File: src/rtl/fifo_read_ctrl.sv
// Read-side controller for the FIFO: issues pops, drives the wrapping read
// address, and holds each popped word in a valid/ready output register.
// A consumer that stalls too long raises a sticky timeout flag.
module fifo_read_ctrl #(
    parameter  int unsigned DATA_WIDTH = 8,
    parameter  int unsigned MEM_DEPTH  = 4,
    parameter  int unsigned STALL_MAX  = 15,
    localparam int unsigned ADDR_W     = (MEM_DEPTH > 1) ? $clog2(MEM_DEPTH) : 1
) (
    input  logic                  clk,
    input  logic                  reset,
    input  logic                  empty,
    input  logic [DATA_WIDTH-1:0] mem_data,
    input  logic                  flush,
    input  logic                  out_ready,
    output logic                  pop,
    output logic [ADDR_W-1:0]     rd_addr,
    output logic [DATA_WIDTH-1:0] out_data,
    output logic                  out_valid,
    output logic                  stall_to
);

    localparam int unsigned CNT_W = 8;

    typedef enum logic [1:0] {
        IDLE  = 2'd0,
        LOAD  = 2'd1,
        STALL = 2'd2
    } state_t;

    state_t                state_q, state_d;
    logic [ADDR_W-1:0]     rd_addr_q, rd_addr_d;
    logic [DATA_WIDTH-1:0] out_data_q, out_data_d;
    logic                  out_valid_q, out_valid_d;
    logic [CNT_W-1:0]      stall_cnt_q, stall_cnt_d;
    logic                  stall_to_q, stall_to_d;
    logic                  xfer;
    logic                  stalled;

    // Next-state, pop strobe and datapath updates.
    always_comb begin
        state_d     = state_q;
        rd_addr_d   = rd_addr_q;
        out_data_d  = out_data_q;
        out_valid_d = out_valid_q;
        stall_cnt_d = stall_cnt_q;
        stall_to_d  = stall_to_q;

        xfer    = out_valid_q & out_ready;
        stalled = (state_q != IDLE) & ~out_ready;
        pop     = reset & ~flush & ~empty & (~out_valid_q | out_ready);

        if (flush) begin
            // Flush drops the held word but keeps out_data as it was.
            state_d     = IDLE;
            rd_addr_d   = '0;
            out_valid_d = 1'b0;
            stall_cnt_d = '0;
            stall_to_d  = 1'b0;
        end else begin
            if (pop) begin
                out_data_d  = mem_data;
                out_valid_d = 1'b1;
                rd_addr_d   = (rd_addr_q == ADDR_W'(MEM_DEPTH - 1)) ? '0
                                                                    : rd_addr_q + ADDR_W'(1);
            end else if (xfer) begin
                out_valid_d = 1'b0;
            end

            if (xfer) begin
                stall_cnt_d = '0;
            end else if (stalled && (stall_cnt_q != {CNT_W{1'b1}})) begin
                stall_cnt_d = stall_cnt_q + CNT_W'(1);
            end

            if (stall_cnt_d == CNT_W'(STALL_MAX)) begin
                stall_to_d = 1'b1;
            end

            case (state_q)
                IDLE: begin
                    if (pop) state_d = LOAD;
                end
                LOAD: begin
                    if (xfer && !pop)    state_d = IDLE;
                    else if (!out_ready) state_d = STALL;
                end
                STALL: begin
                    if (xfer) state_d = pop ? LOAD : IDLE;
                end
                default: state_d = IDLE;
            endcase
        end
    end

    // State and datapath registers with synchronous active-low reset.
    always_ff @(posedge clk) begin
        if (!reset) begin
            state_q     <= IDLE;
            rd_addr_q   <= '0;
            out_data_q  <= '0;
            out_valid_q <= 1'b0;
            stall_cnt_q <= '0;
            stall_to_q  <= 1'b0;
        end else begin
            state_q     <= state_d;
            rd_addr_q   <= rd_addr_d;
            out_data_q  <= out_data_d;
            out_valid_q <= out_valid_d;
            stall_cnt_q <= stall_cnt_d;
            stall_to_q  <= stall_to_d;
        end
    end

    assign rd_addr   = rd_addr_q;
    assign out_data  = out_data_q;
    assign out_valid = out_valid_q;
    assign stall_to  = stall_to_q;

endmodule

File: config.mk
export PLATFORM = sky130hd
export DESIGN_NAME = fifo_read_ctrl
export DESIGN_NICKNAME = d
export VERILOG_FILES = /design/src/rtl/fifo_read_ctrl.sv
export SDC_FILE = /design/constraint.sdc
export NUM_CORES = 1
export LEC_CHECK = 0
export CORE_MARGIN = 2
export CORE_UTILIZATION = 52
export DETAILED_ROUTE_END_ITERATION = 10
export PLACE_DENSITY = 0.92
export SYNTH_ARGS = -nofsm -noshare
export SYNTH_HDL_FRONTEND = slang
export SYNTH_SLANG_ARGS = --single-unit
File: constraint.sdc
create_clock -name clk -period 5.2 [get_ports clk]
set_input_delay 1.04 -clock clk [delete_from_list [all_inputs] [get_ports clk]]
set_output_delay 1.04 -clock clk [all_outputs]
set_load 0.01 [all_outputs]
# Yosys cells after proc, flatten, opt, wreduce, memory -nomap -nowiden
# Index checks and enable logic that the tools add are counted.
[word_totals] input_bits=13 output_inout_bits=13 wordCells=48 regBits=22
[classes] reduce_logical=9 eq_ne=8 bitwise=11 n_mux=12 addsub=2
[op_table] cell="$mux 8" count=3
[op_table] cell="$mux 2" count=5
[op_table] cell="$add 8x1->8 const B" count=1
[op_table] cell="$eq 8x4->1 const B" count=1
[op_table] cell="$ne 8x8->1 const B" count=1
[op_table] cell="$pmux 2 s3" count=1
[op_table] cell="$and 1x1->1" count=5
[op_table] cell="$not 1->1" count=5
[op_table] cell="$eq 2x2->1 const B" count=2
[op_table] cell="$ne 2x2->1 const B" count=2
[op_table] cell="$reduce_bool 2->1" count=2
[op_table] cell="$mux 1" count=3
[op_table] cell="$ne 3x3->1 const B" count=1
[op_table] cell="$reduce_and 3->1" count=1
[op_table] cell="$add 2x1->2 const B" count=1
[op_table] cell="$eq 2x1->1 const B" count=1
[op_table] cell="$logic_and 1x1->1" count=2
[op_table] cell="$logic_not 2->1" count=1
[op_table] cell="$reduce_and 2->1" count=1
[op_table] cell="$reduce_or 2->1" count=1
[op_table] cell="$logic_not 1->1" count=1
[op_table] cell="$or 1x1->1" count=1

# Depth between registers and ports, before layout
[depth] ltp_word=8 mapped_depth=6 mapped_depth_nobuf=6

# Least setup slack after synthesis
# Ideal clock, no wire load.
[synth_timing] path_kind="input to output" startpoint="in flush" endpoint="out pop" cell_stages=3 t_required_ns=4.160 setup_slack_ns=2.418 path_buffers=0 arrival_ns=1.742 cell_sequence="nand2b_1 -> or3_1 -> inv_2"
[synth_via] elab_chain_cells=4
[synth_lines] item="start: declaration" line_no="14" text="input logic flush,"
[synth_lines] item="$not 1->1 (no source line)"
[synth_lines] item="$and 1x1->1 (3 in series)" line_no="51" text="pop = reset & ~flush & ~empty & (~out_valid_q | out_ready);"
[synth_lines] item="end: declaration" line_no="16" text="output logic pop,"
# Every way passes these cells.

# Final worst setup path
[layout_timing] startpoint="in reset" endpoint="out pop"
[layout_via] elab_chain_cells=3
[layout_lines] item="start: declaration" line_no="11" text="input logic reset,"
[layout_lines] item="$and 1x1->1 (3 in series)" line_no="51"
# Every way passes these cells.

==> results list <==
* Fraction of power consumed by the clock network: 0.256
- Of the post-synthesis cell area, the dominant cell type holds 0.405.
* Top fanout value on the critical path: 12
- Logic gate share of total power: 0.126
* Worst slew margin relative to its limit: 0.666
- The internal portion of the total power is 0.220 mW.
- Hold violation total from the final report: 0
* All-Layer GR Usage: 0.208
* I/O pin cnt: 26
- Max-cap violations in this run came to 0.
* Yosys warning total: 0
* Post-synthesis cell type count: 36
- Number of nets in the layout: 177
* Least-Margin Pin Slew: 497 ps
- The setup path with the least slack is of type primary input to output port.
- Overflow left after global routing: 0
* Switching power: 0.0648 mW
- Setup violations remaining at the end of the flow were counted as 0.
- Most prevalent standard cell on the critical path: sky130_fd_sc_hd__clkdlybuf4s50_1
- Synthesis produced a netlist with a net count of 149.
* Unrepaired setup endpoints after global routing: false
- Worst clock skew: 2.92 ps
- Timing would allow up to 239 MHz.
- Latest clock arrival within the worst-skew pair: 300 ps
- PortBufs: 25
- Post-route antenna net violation count: 0
* Share of total power consumed by net switching: 0.228
- Setup total negative slack: 0 ps
- Once layout is complete, the utilization of the core stands at 0.706.
* Remaining routing DRC violations: 0
- Worst Setup Start Kind: primary input
* Cell-by-cell trace of the critical path: clkdlybuf4s50_1 -> nand2b_1 -> or3_1 -> inv_2 -> clkdlybuf4s50_1
- The slowest stage of the critical path is the sky130_fd_sc_hd__clkdlybuf4s50_1 cell.
* CTS tree: built
* Hold-fix buffers at CTS: 0
- Of the total power, registers draw 0.617.
* Final critical-path required period: 4180 ps
- The worst hold path belongs to the class flip-flop to flip-flop.
* Via count normalized by instance count: 5.61
- Power per Cell Area: 206 nW/um2
- Buffers inserted during clock tree synthesis total 3.
* Critical path endpoint category: output port
- The die covers 2470 um2.
* Total count of max-transition violations in the final report: 0
* Relative area change from synthesis to final layout: 27.4%
- Worst path buffer plus inverter count: 3
* Y dimension of the die: 49.7 um
- The cell count after synthesis came out at 134.
- Gp weighted congestion: 0.836
- Clk pin slew, worst setup/hold paths: 110 ps
- Synthesized area: 1090 um2
- The filler cells instantiated in the layout total 165.
* Initial core utilization: 0.554
- Period utilisation layout: 0.803
* Post-CTS setup repair buffer count: 0
* CTS max path bufs: 2
* Worst slack after detailed placement: 1040 ps
* Seq/Total Area, Yosys: 0.405
- Number of global-route vias before repair: 957
- Detailed placement ended at an HPWL of 1790 um.
- Kind of cell adding the most delay to the critical path: buffers and inverters
* Drt wl/cell: 12.3 um
* Die extent in x: 49.7 um
* Wire length of the first global-routing pass: 4060 um
- In the final layout, the share of cells above drive strength 1 is 0.0688.
- Num Clock Sinks: 22
- Register cell area after layout: 440 um2
* CP required: 4160 ps
- Sorting the synthesized cells by area gives the leading types as sky130_fd_sc_hd__dfxtp_1, sky130_fd_sc_hd__nand2_1, sky130_fd_sc_hd__a21boi_0, sky130_fd_sc_hd__nand3_1, sky130_fd_sc_hd__nor2_1.
- Area of the multi-input gates: 616 um2
- Averaged over all synthesized cells, the footprint is 8.11 um2.
- Total of flip-flops plus latches after synthesis: 22
- Arrival time of data at the critical path endpoint: 3140 ps
- H-tree lvl count: 1
- The flow ran to the end, and the final reports show no timing, DRC or antenna violations.
- The repair_antennas step left the layout with diodes totalling 0.
- Post-CTS repair changed the size of 0 cells.
- Count of vias placed by the detailed router: 1049
- The first detailed-routing pass ran for 5 iterations.
* Overall routed net length: 2310 um
- The number of antenna violations at the first check in global routing came to 0.
- Entering global routing, the biggest net connects 13 pins.
* Static leakage: 0.486 nW
- Worst ir drop on vdd: 0.000167 V
* Delay of the slowest cell on the worst path: 630 ps
* Total core area: 1960 um2
* Final worst-path setup slack: 1020 ps
- For this block, the initial DRC count from the detailed router was 19.
* Clock root buffer: sky130_fd_sc_hd__clkbuf_4
- After floorplanning, the core was divided into 16 placement rows.
- The biggest area contributor in the post-synthesis netlist is sky130_fd_sc_hd__dfxtp_1.
metal layers:
layer / vias to the layer above / routed length [um] / track usage
met5: - / 0 / 0
met4: 0 / 27 / 0.0926
met3: 6 / 133 / 0.0485
met2: 47 / 1170 / 0.367
met1: 474 / 977 / 0.238
li1: 522 / - / -
stage by stage:
stage,instance area (um2),hold WS [ps],instances,total power [mW]
final,1390,469,187,0.285
after global routing,1390,496,187,0.300
after CTS,1390,473,187,0.288
after detailed placement,1360,457,184,0.216
after global placement,1360,452,184,0.214
after floorplan,1090,474,134,0.195
worst min-delay path, stage by stage, from the launching register on:
cell,delay (ps)
sky130_fd_sc_hd__dfxtp_1,330
sky130_fd_sc_hd__nand2_1,50
sky130_fd_sc_hd__o31ai_1,50
logic make-up after synthesis:
| family | synth area share |
|---|---|
| AO/OA/AOI/OAI | 0.188 |
| XOR/XNOR | 0.0403 |
| adder cells (fa/ha/maj) | 0.0230 |
| buffers and inverters | 0.0288 |
| flip-flops | 0.405 |
| multiplexers | 0.0276 |
| AND/OR/NAND/NOR | 0.288 |
Yosys cell counts:
library cell and n:
sky130_fd_sc_hd__a211oi_1 1, sky130_fd_sc_hd__a21boi_0 8, sky130_fd_sc_hd__a21oi_1 6, sky130_fd_sc_hd__a31oi_1 2, sky130_fd_sc_hd__and2b_2 1, sky130_fd_sc_hd__and3_1 1, sky130_fd_sc_hd__and3_2 2, sky130_fd_sc_hd__and4_1 1
sky130_fd_sc_hd__clkbuf_1 1, sky130_fd_sc_hd__clkbuf_2 1, sky130_fd_sc_hd__dfxtp_1 22, sky130_fd_sc_hd__ha_1 2, sky130_fd_sc_hd__inv_1 4, sky130_fd_sc_hd__inv_2 2, sky130_fd_sc_hd__mux2i_1 3, sky130_fd_sc_hd__nand2_1 25
sky130_fd_sc_hd__nand2_2 1, sky130_fd_sc_hd__nand2b_1 2, sky130_fd_sc_hd__nand3_1 9, sky130_fd_sc_hd__nand4_1 3, sky130_fd_sc_hd__nor2_1 12, sky130_fd_sc_hd__nor2b_1 1, sky130_fd_sc_hd__nor3_1 3, sky130_fd_sc_hd__nor4b_1 1
sky130_fd_sc_hd__o21a_1 2, sky130_fd_sc_hd__o21ai_0 3, sky130_fd_sc_hd__o21ai_1 1, sky130_fd_sc_hd__o21ba_2 1, sky130_fd_sc_hd__o21bai_4 1, sky130_fd_sc_hd__o22ai_1 1, sky130_fd_sc_hd__o311ai_0 1, sky130_fd_sc_hd__o31ai_1 2
sky130_fd_sc_hd__or3_1 2, sky130_fd_sc_hd__or4b_1 1, sky130_fd_sc_hd__xnor2_1 4, sky130_fd_sc_hd__xor2_1 1
placed cells by master (no fill, tap or decap), types with 4 or more instances in the layout:
cell type / n
sky130_fd_sc_hd__inv_1: 4
sky130_fd_sc_hd__clkdlybuf4s50_1: 25
sky130_fd_sc_hd__dfxtp_1: 22
sky130_fd_sc_hd__a21boi_0: 8
sky130_fd_sc_hd__xnor2_1: 4
sky130_fd_sc_hd__nand2_1: 25
sky130_fd_sc_hd__a21oi_1: 6
sky130_fd_sc_hd__nand3_1: 9
sky130_fd_sc_hd__nor2_1: 12
state kept, by name, indices dropped and copies added (netlist names):
register     count
state_q          2
stall_to         1
rd_addr          2
out_valid        1
out_data         8
stall_cnt_q      8
cell type report:
class | count | share of cell area
clock buffer | 3 | 0.0163
inverter | 6 | 0.0163
multi-input combinational | 104 | 0.444
sequential | 22 | 0.318
tap | 27 | 0.0244
timing repair buffer | 25 | 0.181
final timing paths:
kind / to / depth (start not counted) / from / slack, ps
setup / recovery: pop / 5 / reset / 1020
hold / removal: stall_to$_SDFFE_PP0N_ / 2 / stall_to$_SDFFE_PP0N_ / 470
setup reg to reg: stall_to$_SDFFE_PP0N_ / 6 / stall_cnt_q[0]$_SDFF_PP0_ / 3210
hold reg to reg: stall_to$_SDFFE_PP0N_ / 2 / stall_to$_SDFFE_PP0N_ / 470
power groups by stage:
stage          Sequential (mW)  Combinational (mW)  Clock, mW
2_1_floorplan            0.181              0.0147          0
3_5_place_dp             0.180              0.0361          0
6_report                 0.176              0.0360     0.0730
3_3_place_gp             0.179              0.0351          0
4_1_cts                  0.176              0.0363     0.0764
5_1_grt                  0.176              0.0393     0.0846
Power figures use the tool's default switching activity.
